### config.mk
export PLATFORM = sky130hd
export DESIGN_NAME = axi4lite_apb_bridge_flat
export DESIGN_NICKNAME = d
export VERILOG_FILES = /design/src/rtl/axi4lite_apb_bridge_pkg.sv /design/src/rtl/axi4lite_apb_bridge_if.sv /design/src/rtl/axi4lite_apb_bridge.sv /design/src/flat_wrapper.sv
export SDC_FILE = /design/constraint.sdc
export NUM_CORES = 1
export LEC_CHECK = 0
export ABC_AREA = 1
export BUFFER_PORTS_ARGS = -buffer_cell sky130_fd_sc_hd__buf_2
export CORE_MARGIN = 1.5
export CORE_UTILIZATION = 41
export DETAILED_ROUTE_END_ITERATION = 16
export GPL_ROUTABILITY_DRIVEN = 0
export GPL_TIMING_DRIVEN = 0
export MAX_ROUTING_LAYER = met4
export PLACE_DENSITY = 0.76
export SLEW_MARGIN = 20
export SYNTH_ARGS = -nofsm -noshare
export SYNTH_HDL_FRONTEND = slang
export SYNTH_SLANG_ARGS = --single-unit
### constraint.sdc
create_clock -name CLK -period 1.4 [get_ports CLK]
set_input_delay 0.28 -clock CLK [delete_from_list [all_inputs] [get_ports CLK]]
set_output_delay 0.28 -clock CLK [all_outputs]
set_load 0.05 [all_outputs]
### src/rtl/axi4lite_apb_bridge_pkg.sv
// Shared encodings for the AXI4-Lite to APB3 bridge: FSM states and response codes.
package axi_apb_pkg;

   typedef enum logic [1:0] {
      ST_IDLE   = 2'd0,
      ST_SETUP  = 2'd1,
      ST_ACCESS = 2'd2,
      ST_RESP   = 2'd3
   } state_t;

   localparam logic [1:0] RESP_OKAY   = 2'b00;
   localparam logic [1:0] RESP_SLVERR = 2'b10;

   function automatic logic [1:0] apb_resp(input logic slverr);
      return slverr ? RESP_SLVERR : RESP_OKAY;
   endfunction

endpackage

### src/rtl/axi4lite_apb_bridge_if.sv
// Bus bundles for the bridge: AXI4-Lite (CPU side) and APB3 (peripheral side).
interface axi_lite_if #(
   parameter int AW = 16,
   parameter int DW = 16
);
   logic [AW-1:0] S_AWADDR;
   logic          S_AWVALID;
   logic          S_AWREADY;
   logic [DW-1:0] S_WDATA;
   logic          S_WVALID;
   logic          S_WREADY;
   logic [1:0]    S_BRESP;
   logic          S_BVALID;
   logic          S_BREADY;
   logic [AW-1:0] S_ARADDR;
   logic          S_ARVALID;
   logic          S_ARREADY;
   logic [DW-1:0] S_RDATA;
   logic [1:0]    S_RRESP;
   logic          S_RVALID;
   logic          S_RREADY;

   modport master (
      output S_AWADDR, S_AWVALID, S_WDATA, S_WVALID, S_BREADY,
             S_ARADDR, S_ARVALID, S_RREADY,
      input  S_AWREADY, S_WREADY, S_BRESP, S_BVALID,
             S_ARREADY, S_RDATA, S_RRESP, S_RVALID
   );

   modport slave (
      input  S_AWADDR, S_AWVALID, S_WDATA, S_WVALID, S_BREADY,
             S_ARADDR, S_ARVALID, S_RREADY,
      output S_AWREADY, S_WREADY, S_BRESP, S_BVALID,
             S_ARREADY, S_RDATA, S_RRESP, S_RVALID
   );
endinterface

interface apb_if #(
   parameter int AW = 16,
   parameter int DW = 16
);
   logic          M_PSEL;
   logic          M_PENABLE;
   logic [AW-1:0] M_PADDR;
   logic [DW-1:0] M_PWDATA;
   logic          M_PWRITE;
   logic [DW-1:0] M_PRDATA;
   logic          M_PREADY;
   logic          M_PSLVERR;

   modport master (
      output M_PSEL, M_PENABLE, M_PADDR, M_PWDATA, M_PWRITE,
      input  M_PRDATA, M_PREADY, M_PSLVERR
   );

   modport slave (
      input  M_PSEL, M_PENABLE, M_PADDR, M_PWDATA, M_PWRITE,
      output M_PRDATA, M_PREADY, M_PSLVERR
   );
endinterface

### src/rtl/axi4lite_apb_bridge.sv
// AXI4-Lite slave to APB3 master bridge, one transaction in flight, optional ACCESS timeout.
//
//   state     | meaning
//   ST_IDLE   | waiting for AW+W or AR; ready pulses combinationally for the chosen channel
//   ST_SETUP  | APB setup phase, PSEL=1 PENABLE=0
//   ST_ACCESS | APB access phase, waiting for PREADY or timeout
//   ST_RESP   | BVALID/RVALID held until the AXI master accepts
module axi4lite_apb_bridge
   import axi_apb_pkg::*;
#(
   parameter int AW  = 16,
   parameter int DW  = 16,
   parameter int TMO = 0
) (
   input  logic      CLK,
   input  logic      RESETN,
   axi_lite_if.slave s_axi,
   apb_if.master     m_apb
);

   localparam int             CW       = (TMO > 0) ? $clog2(TMO + 1) : 1;
   localparam logic [CW-1:0]  TMO_LAST = CW'((TMO > 0) ? TMO - 1 : 0);

   state_t        state_q;
   logic          last_wr_q;
   logic          psel_q;
   logic          penable_q;
   logic          pwrite_q;
   logic          bvalid_q;
   logic          rvalid_q;
   logic [1:0]    resp_q;
   logic [AW-1:0] paddr_q;
   logic [DW-1:0] pwdata_q;
   logic [DW-1:0] rdata_q;
   logic [CW-1:0] cnt_q;

   logic wr_cand;
   logic rd_cand;
   logic pick_wr;
   logic pick_rd;
   logic in_idle;
   logic tmo_hit;
   logic resp_done;

   // On a tie the channel not served last time wins; last_wr resets to 1 so reads go first.
   assign wr_cand   = s_axi.S_AWVALID & s_axi.S_WVALID;
   assign rd_cand   = s_axi.S_ARVALID;
   assign pick_wr   = wr_cand & (~rd_cand | ~last_wr_q);
   assign pick_rd   = rd_cand & (~wr_cand |  last_wr_q);
   assign in_idle   = (state_q == ST_IDLE) & RESETN;
   assign tmo_hit   = (TMO > 0) && (cnt_q == TMO_LAST);
   assign resp_done = (bvalid_q & s_axi.S_BREADY) | (rvalid_q & s_axi.S_RREADY);

   assign s_axi.S_AWREADY = in_idle & pick_wr;
   assign s_axi.S_WREADY  = in_idle & pick_wr;
   assign s_axi.S_ARREADY = in_idle & pick_rd;
   assign s_axi.S_BVALID  = bvalid_q;
   assign s_axi.S_BRESP   = resp_q;
   assign s_axi.S_RVALID  = rvalid_q;
   assign s_axi.S_RRESP   = resp_q;
   assign s_axi.S_RDATA   = rdata_q;

   assign m_apb.M_PSEL    = psel_q;
   assign m_apb.M_PENABLE = penable_q;
   assign m_apb.M_PADDR   = paddr_q;
   assign m_apb.M_PWDATA  = pwdata_q;
   assign m_apb.M_PWRITE  = pwrite_q;

   always_ff @(posedge CLK or negedge RESETN) begin
      if (!RESETN) begin
         state_q   <= ST_IDLE;
         last_wr_q <= 1'b1;
         psel_q    <= 1'b0;
         penable_q <= 1'b0;
         pwrite_q  <= 1'b0;
         bvalid_q  <= 1'b0;
         rvalid_q  <= 1'b0;
         resp_q    <= RESP_OKAY;
         paddr_q   <= '0;
         pwdata_q  <= '0;
         rdata_q   <= '0;
         cnt_q     <= '0;
      end else begin
         case (state_q)
            ST_IDLE: begin
               if (pick_wr || pick_rd) begin
                  paddr_q   <= pick_wr ? s_axi.S_AWADDR : s_axi.S_ARADDR;
                  if (pick_wr) pwdata_q <= s_axi.S_WDATA;
                  pwrite_q  <= pick_wr;
                  last_wr_q <= pick_wr;
                  psel_q    <= 1'b1;
                  cnt_q     <= '0;
                  state_q   <= ST_SETUP;
               end
            end
            ST_SETUP: begin
               penable_q <= 1'b1;
               state_q   <= ST_ACCESS;
            end
            ST_ACCESS: begin
               if (m_apb.M_PREADY) begin
                  psel_q    <= 1'b0;
                  penable_q <= 1'b0;
                  resp_q    <= apb_resp(m_apb.M_PSLVERR);
                  if (!pwrite_q) rdata_q <= m_apb.M_PRDATA;
                  bvalid_q  <= pwrite_q;
                  rvalid_q  <= ~pwrite_q;
                  state_q   <= ST_RESP;
               end else if (tmo_hit) begin
                  psel_q    <= 1'b0;
                  penable_q <= 1'b0;
                  resp_q    <= RESP_SLVERR;
                  if (!pwrite_q) rdata_q <= '0;
                  bvalid_q  <= pwrite_q;
                  rvalid_q  <= ~pwrite_q;
                  state_q   <= ST_RESP;
               end else if (cnt_q != TMO_LAST) begin
                  cnt_q <= cnt_q + 1'b1;
               end
            end
            ST_RESP: begin
               if (resp_done) begin
                  bvalid_q <= 1'b0;
                  rvalid_q <= 1'b0;
                  state_q  <= ST_IDLE;
               end
            end
            default: state_q <= ST_IDLE;
         endcase
      end
   end

endmodule

### src/flat_wrapper.sv
// flat-port wrapper written by rule: the top's interface ports become plain ports
module axi4lite_apb_bridge_flat import axi_apb_pkg::*;
#(
   parameter int AW  = 16,
   parameter int DW  = 16,
   parameter int TMO = 0
)
  (CLK, RESETN, s_axi_S_AWADDR, s_axi_S_AWVALID, s_axi_S_WDATA, s_axi_S_WVALID, s_axi_S_BREADY, s_axi_S_ARADDR, s_axi_S_ARVALID, s_axi_S_RREADY, s_axi_S_AWREADY, s_axi_S_WREADY, s_axi_S_BRESP, s_axi_S_BVALID, s_axi_S_ARREADY, s_axi_S_RDATA, s_axi_S_RRESP, s_axi_S_RVALID, m_apb_M_PSEL, m_apb_M_PENABLE, m_apb_M_PADDR, m_apb_M_PWDATA, m_apb_M_PWRITE, m_apb_M_PRDATA, m_apb_M_PREADY, m_apb_M_PSLVERR);
  axi_lite_if #(.AW(AW), .DW(DW)) s_axi_i ();
  apb_if #(.AW(AW), .DW(DW)) m_apb_i ();
  input  logic CLK;
  input  logic RESETN;
  input wire logic [$bits(s_axi_i.S_AWADDR)-1:0] s_axi_S_AWADDR;
  input wire logic [$bits(s_axi_i.S_AWVALID)-1:0] s_axi_S_AWVALID;
  input wire logic [$bits(s_axi_i.S_WDATA)-1:0] s_axi_S_WDATA;
  input wire logic [$bits(s_axi_i.S_WVALID)-1:0] s_axi_S_WVALID;
  input wire logic [$bits(s_axi_i.S_BREADY)-1:0] s_axi_S_BREADY;
  input wire logic [$bits(s_axi_i.S_ARADDR)-1:0] s_axi_S_ARADDR;
  input wire logic [$bits(s_axi_i.S_ARVALID)-1:0] s_axi_S_ARVALID;
  input wire logic [$bits(s_axi_i.S_RREADY)-1:0] s_axi_S_RREADY;
  output wire logic [$bits(s_axi_i.S_AWREADY)-1:0] s_axi_S_AWREADY;
  output wire logic [$bits(s_axi_i.S_WREADY)-1:0] s_axi_S_WREADY;
  output wire logic [$bits(s_axi_i.S_BRESP)-1:0] s_axi_S_BRESP;
  output wire logic [$bits(s_axi_i.S_BVALID)-1:0] s_axi_S_BVALID;
  output wire logic [$bits(s_axi_i.S_ARREADY)-1:0] s_axi_S_ARREADY;
  output wire logic [$bits(s_axi_i.S_RDATA)-1:0] s_axi_S_RDATA;
  output wire logic [$bits(s_axi_i.S_RRESP)-1:0] s_axi_S_RRESP;
  output wire logic [$bits(s_axi_i.S_RVALID)-1:0] s_axi_S_RVALID;
  output wire logic [$bits(m_apb_i.M_PSEL)-1:0] m_apb_M_PSEL;
  output wire logic [$bits(m_apb_i.M_PENABLE)-1:0] m_apb_M_PENABLE;
  output wire logic [$bits(m_apb_i.M_PADDR)-1:0] m_apb_M_PADDR;
  output wire logic [$bits(m_apb_i.M_PWDATA)-1:0] m_apb_M_PWDATA;
  output wire logic [$bits(m_apb_i.M_PWRITE)-1:0] m_apb_M_PWRITE;
  input wire logic [$bits(m_apb_i.M_PRDATA)-1:0] m_apb_M_PRDATA;
  input wire logic [$bits(m_apb_i.M_PREADY)-1:0] m_apb_M_PREADY;
  input wire logic [$bits(m_apb_i.M_PSLVERR)-1:0] m_apb_M_PSLVERR;
  assign s_axi_i.S_AWADDR = s_axi_S_AWADDR;
  assign s_axi_i.S_AWVALID = s_axi_S_AWVALID;
  assign s_axi_i.S_WDATA = s_axi_S_WDATA;
  assign s_axi_i.S_WVALID = s_axi_S_WVALID;
  assign s_axi_i.S_BREADY = s_axi_S_BREADY;
  assign s_axi_i.S_ARADDR = s_axi_S_ARADDR;
  assign s_axi_i.S_ARVALID = s_axi_S_ARVALID;
  assign s_axi_i.S_RREADY = s_axi_S_RREADY;
  assign s_axi_S_AWREADY = s_axi_i.S_AWREADY;
  assign s_axi_S_WREADY = s_axi_i.S_WREADY;
  assign s_axi_S_BRESP = s_axi_i.S_BRESP;
  assign s_axi_S_BVALID = s_axi_i.S_BVALID;
  assign s_axi_S_ARREADY = s_axi_i.S_ARREADY;
  assign s_axi_S_RDATA = s_axi_i.S_RDATA;
  assign s_axi_S_RRESP = s_axi_i.S_RRESP;
  assign s_axi_S_RVALID = s_axi_i.S_RVALID;
  assign m_apb_M_PSEL = m_apb_i.M_PSEL;
  assign m_apb_M_PENABLE = m_apb_i.M_PENABLE;
  assign m_apb_M_PADDR = m_apb_i.M_PADDR;
  assign m_apb_M_PWDATA = m_apb_i.M_PWDATA;
  assign m_apb_M_PWRITE = m_apb_i.M_PWRITE;
  assign m_apb_i.M_PRDATA = m_apb_M_PRDATA;
  assign m_apb_i.M_PREADY = m_apb_M_PREADY;
  assign m_apb_i.M_PSLVERR = m_apb_M_PSLVERR;
  axi4lite_apb_bridge #(.AW(AW), .DW(DW), .TMO(TMO)) u_core (.CLK(CLK), .RESETN(RESETN), .s_axi(s_axi_i), .m_apb(m_apb_i));
endmodule
==> run_results.csv, run 1 <==
group,metric,value,unit
power,p_leak,2.26,nW
clocking,cts_htree_levels,3,
cells_and_area,nFillCells,581,
timing,finalWorstSetupSlack,-0.287,ns
power,p_int,0.00470,W
logic_synthesis,synth_top_cell_by_area,"dfrtp_1",
timing,worst_pin_slew,0.541,ns
logic_synthesis,ys_seq_elements,57,
placed_design,hpwl,4830,um
clocking,clk_latency,0.33,ns
clocking,clk_pin_slew_worst_paths,0.07,ns
logic_synthesis,yosysWarnings,0,
floorplan,core,0.00635,sq mm
outcome,status,"finished, violations left",
setup_path,arrival,1.41,ns
setup_path,crit_fanout,3,
global_route,met3_usage,0.0317,
logic_synthesis,yosysSeqAreaShare,0.530,
min_path,hold_class,"primary input to asynchronous set/reset pin",
route,wl_per_cell,12.2,um
cells_and_area,postLayoutCoreUtil,0.609,
placed_design,dpl-instance-area,0.00351,sq mm
global_route,busiest_layer,"met2",
setup_path,cpPeakStageDelay,0.40,ns
clocking,root_buffer,"clkbuf_8",
timing,setup_viol,29,
logic_synthesis,synth-edff-count,0,
route,wirelength,6820,um
power,p_seq_frac,0.284,
timing,period_minus_slack,1.69,ns
clocking,numCtsBuffers,9,
power,p_per_area,2600,mW/mm^2
clocking,cts_tree,"done",
global_route,grt_pass1_vias,2553,
logic_synthesis,yosysUniqueCellTypes,23,
setup_path,path_buf_inv,2,
timing,finalClockSkew,0.0139,ns
cells_and_area,multi_input_area,0.00108,sq mm
route,viasPerCell,4.71,
route,first_pass_iters,5,
setup_path,cp.required,1.12,ns
global_route,grt.total_usage,0.204,
placed_design,io_buffers,130,
floorplan,die_x,84.1,um
floorplan,dieArea,0.00707,sq mm
cells_and_area,drive_gt1_frac,0.402,
outcome,violations,"hold timing, setup timing",
setup_path,path_delay_family,"flip-flops",
timing,hold_violations,56,
power,finalPower,0.0101,W
floorplan,num_rows,29,
clocking,max-clock-path-buffers,2,
setup_path,path_cells,"inv_2, ha_4, nand2_4, a211oi_4, buf_6",
power,p_comb_frac,0.582,
cells_and_area,antenna_cells,0,
setup_path,endpoint_kind,"output port",
cells_and_area,stdcell_count,559,
logic_synthesis,synth_top_area_frac,0.520,
logic_synthesis,avgSynthCellArea,8.31,sq um
setup_path,worst_path_max_delay_cell,"dfrtp_1",
global_route,grt_max_degree,59,
timing,maxSlewViolCount,0,
floorplan,pin_count,133,
logic_synthesis,yosysMostFrequentCell,"nand2_1",
cells_and_area,syn_to_final_growth,43.7,%
setup_path,path_class,"register to output port",
setup_path,startpoint_type,"register",
placed_design,dp.cells,532,
logic_synthesis,synthesis.area,0.00269,sq mm
timing,hold_ws,-0.0969,ns
timing,rsz0062_at_grt,"true",
floorplan,die_y,84.1,um
logic_synthesis,syn-instance-count,324,
global_route,use_met2,0.346,
cells_and_area,final_area,0.00387,sq mm
power,vdd_ir_drop_max,1.47,mV
power,p_sw,0.00536,W
route,drtAntennaViolNets,0,
global_route,overflow,0,
route,drt-initial-drc-count,80,
flow_run,max_cap_viol_count,0,
logic_synthesis,synthFlopType,"dfrtp_1",
route,vias,2631,
global_route,met1_usage,0.241,
clocking,cts_sinks,57,
logic_synthesis,synthTopCellsByArea,"dfrtp_1, nand2_1, nand3_1, inv_1, nand3b_1",
cells_and_area,regArea,0.00143,sq mm
global_route,antenna_found_initial,0,
logic_synthesis,async_flop_share,1.00,
timing,slew_headroom,0.639,
power,sw_frac_of_total,0.533,
timing,fin_crit_sh,1.21,
route,drc,0,
floorplan,start_util,0.424,
cells_and_area,fin_nets,555,
power,clkPwrFrac,0.134,
logic_synthesis,synth_common_cells,"nand2_1, dfrtp_1, inv_1, nand3_1, o21ai_0",
timing,fmaxAchievable,593,MHz
global_route,grt_pass1_wl,11400,um
==> routing by layer <==
layer  part of all wire  vias up  wire, um
met3              0.043       13       294
met2               0.51       84      3490
met4              0.017        0       117
met1               0.43     1219      2920
li1                   -     1315         -
met5                  0        -         0
==> final timing paths <==
kind	slack [ns]	endpoint	from	cells past startpoint
min in group CLK	0.15	u_core.s_axi.S_BRESP[1]$_DFFE_PN0P_	m_apb_M_PSLVERR	3
min reg2reg	0.47	u_core.s_axi.S_RDATA[3]$_DFFE_PN0P_	u_core.s_axi.S_RDATA[3]$_DFFE_PN0P_	2
max	-0.29	s_axi_S_ARREADY	u_core.state_q[0]$_DFFE_PN0P_	5
max reg2reg	-0.12	u_core.s_axi.S_RDATA[5]$_DFFE_PN0P_	u_core.state_q[1]$_DFFE_PN0P_	8
min	-0.1	u_core.s_axi.S_RDATA[3]$_DFFE_PN0P_	RESETN	1
max in group asynchronous	1.06	u_core.m_apb.M_PWRITE$_DFFE_PN0P_	RESETN	1
==> power by group through the flow <==
stage | Combinational, W | Clock, W | Sequential (W)
finish | 0.00585 | 0.00135 | 0.00286
floorplan | 0.00164 | 0 | 0.00541
global route | 0.00626 | 0.00147 | 0.00296
CTS | 0.00575 | 0.00140 | 0.00286
detailed placement | 0.00552 | 0 | 0.00287
global placement | 0.00542 | 0 | 0.00287
==> logic make-up (layout without fill, tap and decap cells) <==
group,Yosys count,count (layout),synth area share
simple gates,179,179,0.299
buf+inv,59,216,0.0985
flops,57,57,0.530
compound gates,23,23,0.0478
fa+ha+maj,5,5,0.0232
other cells,1,2,0.00139
==> final cells by class <==
class / count / share of cell area
repair buffers: 142 / 0.204
flip-flops and latches: 57 / 0.369
clock buffers: 10 / 0.0356
plain buffers: 14 / 0.0320
multi-input cells: 209 / 0.279
clock inverters: 6 / 0.0110
well taps: 77 / 0.0249
inverters: 44 / 0.0446
==> cells in the final DEF, fill, tap and decap left out, types with 2 or more instances in the layout <==
master / netlist / routed
buf_2: 7 / 129
buf_4: 5 / 12
buf_6: 2 / 12
clkbuf_8: 0 / 10
clkinv_2: 0 / 2
clkinvlp_4: 0 / 2
conb_1: 1 / 2
dfrtp_1: 56 / 55
ha_1: 5 / 3
inv_1: 38 / 36
inv_2: 5 / 4
inv_4: 0 / 3
nand2_1: 115 / 113
nand2_2: 4 / 3
nand2_4: 0 / 2
nand3_1: 36 / 36
nand3b_1: 16 / 16
nand4_1: 4 / 4
o21ai_0: 20 / 15
o21ai_1: 0 / 5
==> registers in the layout (all words and copies together) (netlist names) <==
| name | flops |
|---|---|
| u_core.m_apb.M_PADDR | 16 |
| u_core.m_apb.M_PWDATA | 16 |
| u_core.s_axi.S_RDATA | 16 |
| u_core.state_q | 2 |
| u_core.last_wr_q | 1 |
| u_core.m_apb.M_PENABLE | 1 |
| u_core.m_apb.M_PSEL | 1 |
| u_core.m_apb.M_PWRITE | 1 |
| u_core.s_axi.S_BRESP | 1 |
| u_core.s_axi.S_BVALID | 1 |
| u_core.s_axi.S_RVALID | 1 |
==> what timing repair did <==
item | in CTS | in global routing
pin swaps | 2 | 1
gates cloned | 0 | 1
gates resized for setup | 13 | 20
endpoints found under the hold margin | 56 | 56
setup endpoints to repair | 38 | 60
setup buffers | 8 | 3
==> through the flow <==
| step | setup WS [ns] | TNS (ns) |
|---|---|---|
| 2_1_floorplan | -0.0939 | -0.471 |
| 3_3_place_gp | -0.808 | -9.67 |
| 3_5_place_dp | -0.408 | -7.37 |
| 4_1_cts | -0.302 | -4.38 |
| 5_1_grt | -0.343 | -5.85 |
| 6_report | -0.287 | -2.60 |
No activity file was read; power rests on OpenSTA's default activity.
==> inputs of run 2 (changes only) <==
- ABC_AREA: 1 -> not set
- CORE_ASPECT_RATIO: not set -> 1.1
==> run 2 against run 1 <==
Net effect:
- the flow still finishes with violations (hold timing, setup timing)
- fmax up 0.62%
- utilization up 4.4 points
- synthesized area down 4.2%
- register-to-register slack about the same
- first-iteration DRC count down 45%
- wire length down 13%
- critical endpoint is now s_axi_S_WREADY
- largest power group unchanged
==> run_results.csv, run 2 <==
group,metric,value,unit
power,p_seq_frac,0.267,
cells_and_area,drive_gt1_frac,0.649,
global_route,grt_pass1_vias,1968,
logic_synthesis,synthFlopType,"dfrtp_1",
route,wl_per_cell,13.4,um
floorplan,pin_count,133,
power,clkPwrFrac,0.139,
timing,period_minus_slack,1.68,ns
logic_synthesis,synthTopCellsByArea,"dfrtp_1, mux2_4, mux2_2, mux2i_1, nand2_1",
outcome,violations,"hold timing, setup timing",
placed_design,io_buffers,130,
cells_and_area,antenna_cells,0,
floorplan,start_util,0.422,
clocking,numCtsBuffers,9,
flow_run,max_cap_viol_count,0,
route,wirelength,5970,um
logic_synthesis,avgSynthCellArea,13.2,sq um
setup_path,arrival,1.40,ns
global_route,grt_max_degree,60,
cells_and_area,final_cell_mix,"buf_2, dfrtp_1, mux2_4",
power,finalPower,0.0109,W
power,p_per_area,2730,mW/mm^2
power,vdd_ir_drop_max,1.61,mV
setup_path,crit_fanout,3,
clocking,cts_tree,"done",
timing,finalWorstSetupSlack,-0.277,ns
logic_synthesis,yosysUniqueCellTypes,32,
floorplan,die_y,86.2,um
logic_synthesis,synth_top_area_frac,0.543,
clocking,max-clock-path-buffers,2,
logic_synthesis,yosysMostFrequentCell,"dfrtp_1",
logic_synthesis,yosysSeqAreaShare,0.553,
route,drtAntennaViolNets,0,
cells_and_area,fin_nets,439,
setup_path,startpoint_type,"register",
timing,fin_crit_sh,1.20,
cells_and_area,postLayoutCoreUtil,0.654,
route,viasPerCell,4.67,
timing,setup_viol,40,
setup_path,reg2reg_depth,6,
logic_synthesis,synthesis.area,0.00258,sq mm
logic_synthesis,syn-instance-count,196,
global_route,overflow,0,
clocking,cts_sinks,57,
timing,worst_pin_slew,0.525,ns
timing,hold_violations,56,
power,p_leak,2.17,nW
route,drc,0,
logic_synthesis,synth_top_cell_by_area,"dfrtp_1",
timing,maxSlewViolCount,0,
setup_path,path_class,"register to output port",
global_route,grt.total_usage,0.181,
power,p_int,0.00566,W
floorplan,dieArea,0.00678,sq mm
logic_synthesis,synth_common_cells,"dfrtp_1, nand2_1, mux2_4, mux2i_1, mux2_2",
placed_design,hpwl,3970,um
route,drt-initial-drc-count,44,
global_route,antenna_found_initial,0,
route,vias,2076,
timing,hold_ws,-0.101,ns
timing,fmaxAchievable,596,MHz
global_route,grt_pass1_wl,9060,um
timing,rsz0062_at_grt,"true",
power,p_comb_frac,0.594,
setup_path,endpoint_kind,"output port",
power,sw_frac_of_total,0.483,
cells_and_area,final_common_cell,"buf_2",
clocking,clk_pin_slew_worst_paths,0.06,ns
logic_synthesis,ys_seq_elements,57,
outcome,status,"finished, violations left",
clocking,root_buffer,"clkbuf_8",
logic_synthesis,synth-edff-count,0,
logic_synthesis,yosysWarnings,0,
power,p_sw,0.00527,W
setup_path,cp.required,1.12,ns
clocking,clk_latency,0.33,ns
floorplan,num_rows,30,
timing,slew_headroom,0.650,
timing,finalClockSkew,0.00653,ns
route,first_pass_iters,4,
floorplan,core,0.00612,sq mm
floorplan,die_x,78.7,um
logic_synthesis,async_flop_share,1.00,
clocking,cts_htree_levels,3,
cells_and_area,syn_to_final_growth,55.0,%
min_path,hold_class,"primary input to asynchronous set/reset pin",
==> run 2: stage by stage <==
stage	instance area, sq um	worst slack [ns]	cells	TNS (ns)
final	4000	-0.277	445	-2.58
after global routing	4000	-0.322	445	-5.36
after CTS	3910	-0.272	445	-3.32
after detailed placement	3360	-0.462	407	-5.83
after global placement	3360	-0.905	407	-7.25
after floorplan	2610	-0.101	197	-0.506
==> run 2: metal layers <==
metal / global-route usage / wire length (um) / up-vias
met5: - / 0 / -
met4: 0.0828 / 106 / 0
met3: 0.0432 / 378 / 11
met2: 0.290 / 2950 / 93
met1: 0.215 / 2530 / 968
li1: - / - / 1004
==> run 2: worst max-delay path, stage by stage (launching register included) <==
cell and delay [ns]:
dfstp_2 0.58, a21oi_4 0.07, and3_4 0.18, buf_6 0.11, buf_8 0.14
==> run 2: cell families after synthesis <==
logic type,after synthesis,synth area share
AOI/OAI and AO/OA,32,0.0756
other,1,0.00145
adders and majority gates,5,0.0242
buffers and inverters,20,0.0509
muxes,50,0.237
and+or+nand+nor,31,0.0582
DFF,57,0.553
==> run 2: layout make-up <==
class	count	area, sq um
plain buffers	12	134
clock buffers	12	155
clock inverters	3	40.0
fillers	486	2120
inverters	7	26.3
multi-input cells	120	1150
flip-flops and latches	57	1430
well taps	80	100
repair buffers	154	966
==> run 2: worst paths after layout <==
kind / slack (ns) / from / end
worst max register to register: -0.11 / u_core.state_q[1]$_DFFE_PN0P_ / u_core.state_q[1]$_DFFE_PN0P_
worst min register to register: 0.48 / u_core.m_apb.M_PADDR[15]$_DFFE_PN0P_ / u_core.m_apb.M_PADDR[15]$_DFFE_PN0P_
worst min-delay path: -0.10 / RESETN / u_core.s_axi.S_BVALID$_DFFE_PN0P_
max in group asynchronous: 1.11 / RESETN / u_core.s_axi.S_RDATA[6]$_DFFE_PN0P_
worst max-delay path: -0.28 / u_core.last_wr_q$_DFFE_PN1P_ / s_axi_S_WREADY
min in group CLK: 0.18 / s_axi_S_WDATA[12] / u_core.m_apb.M_PWDATA[12]$_DFFE_PN0P_
==> run 2: what timing repair did <==
item                                    4_1_cts  5_1_grt
hold endpoints to repair                     56       56
setup buffers                                23        2
gates resized for setup                      44       26
endpoints found under the setup margin       41       58
pin swaps                                    10        9
cloned                                        2        0
==> run 2: power by group through the flow <==
stage	registers (W)	logic [W]	clock network, W
2_1_floorplan	0.00559	0.00172	0
4_1_cts	0.00291	0.00629	0.00156
6_report	0.00292	0.00649	0.00152
3_5_place_dp	0.00293	0.00566	0
5_1_grt	0.00302	0.00684	0.00164
3_3_place_gp	0.00291	0.00556	0
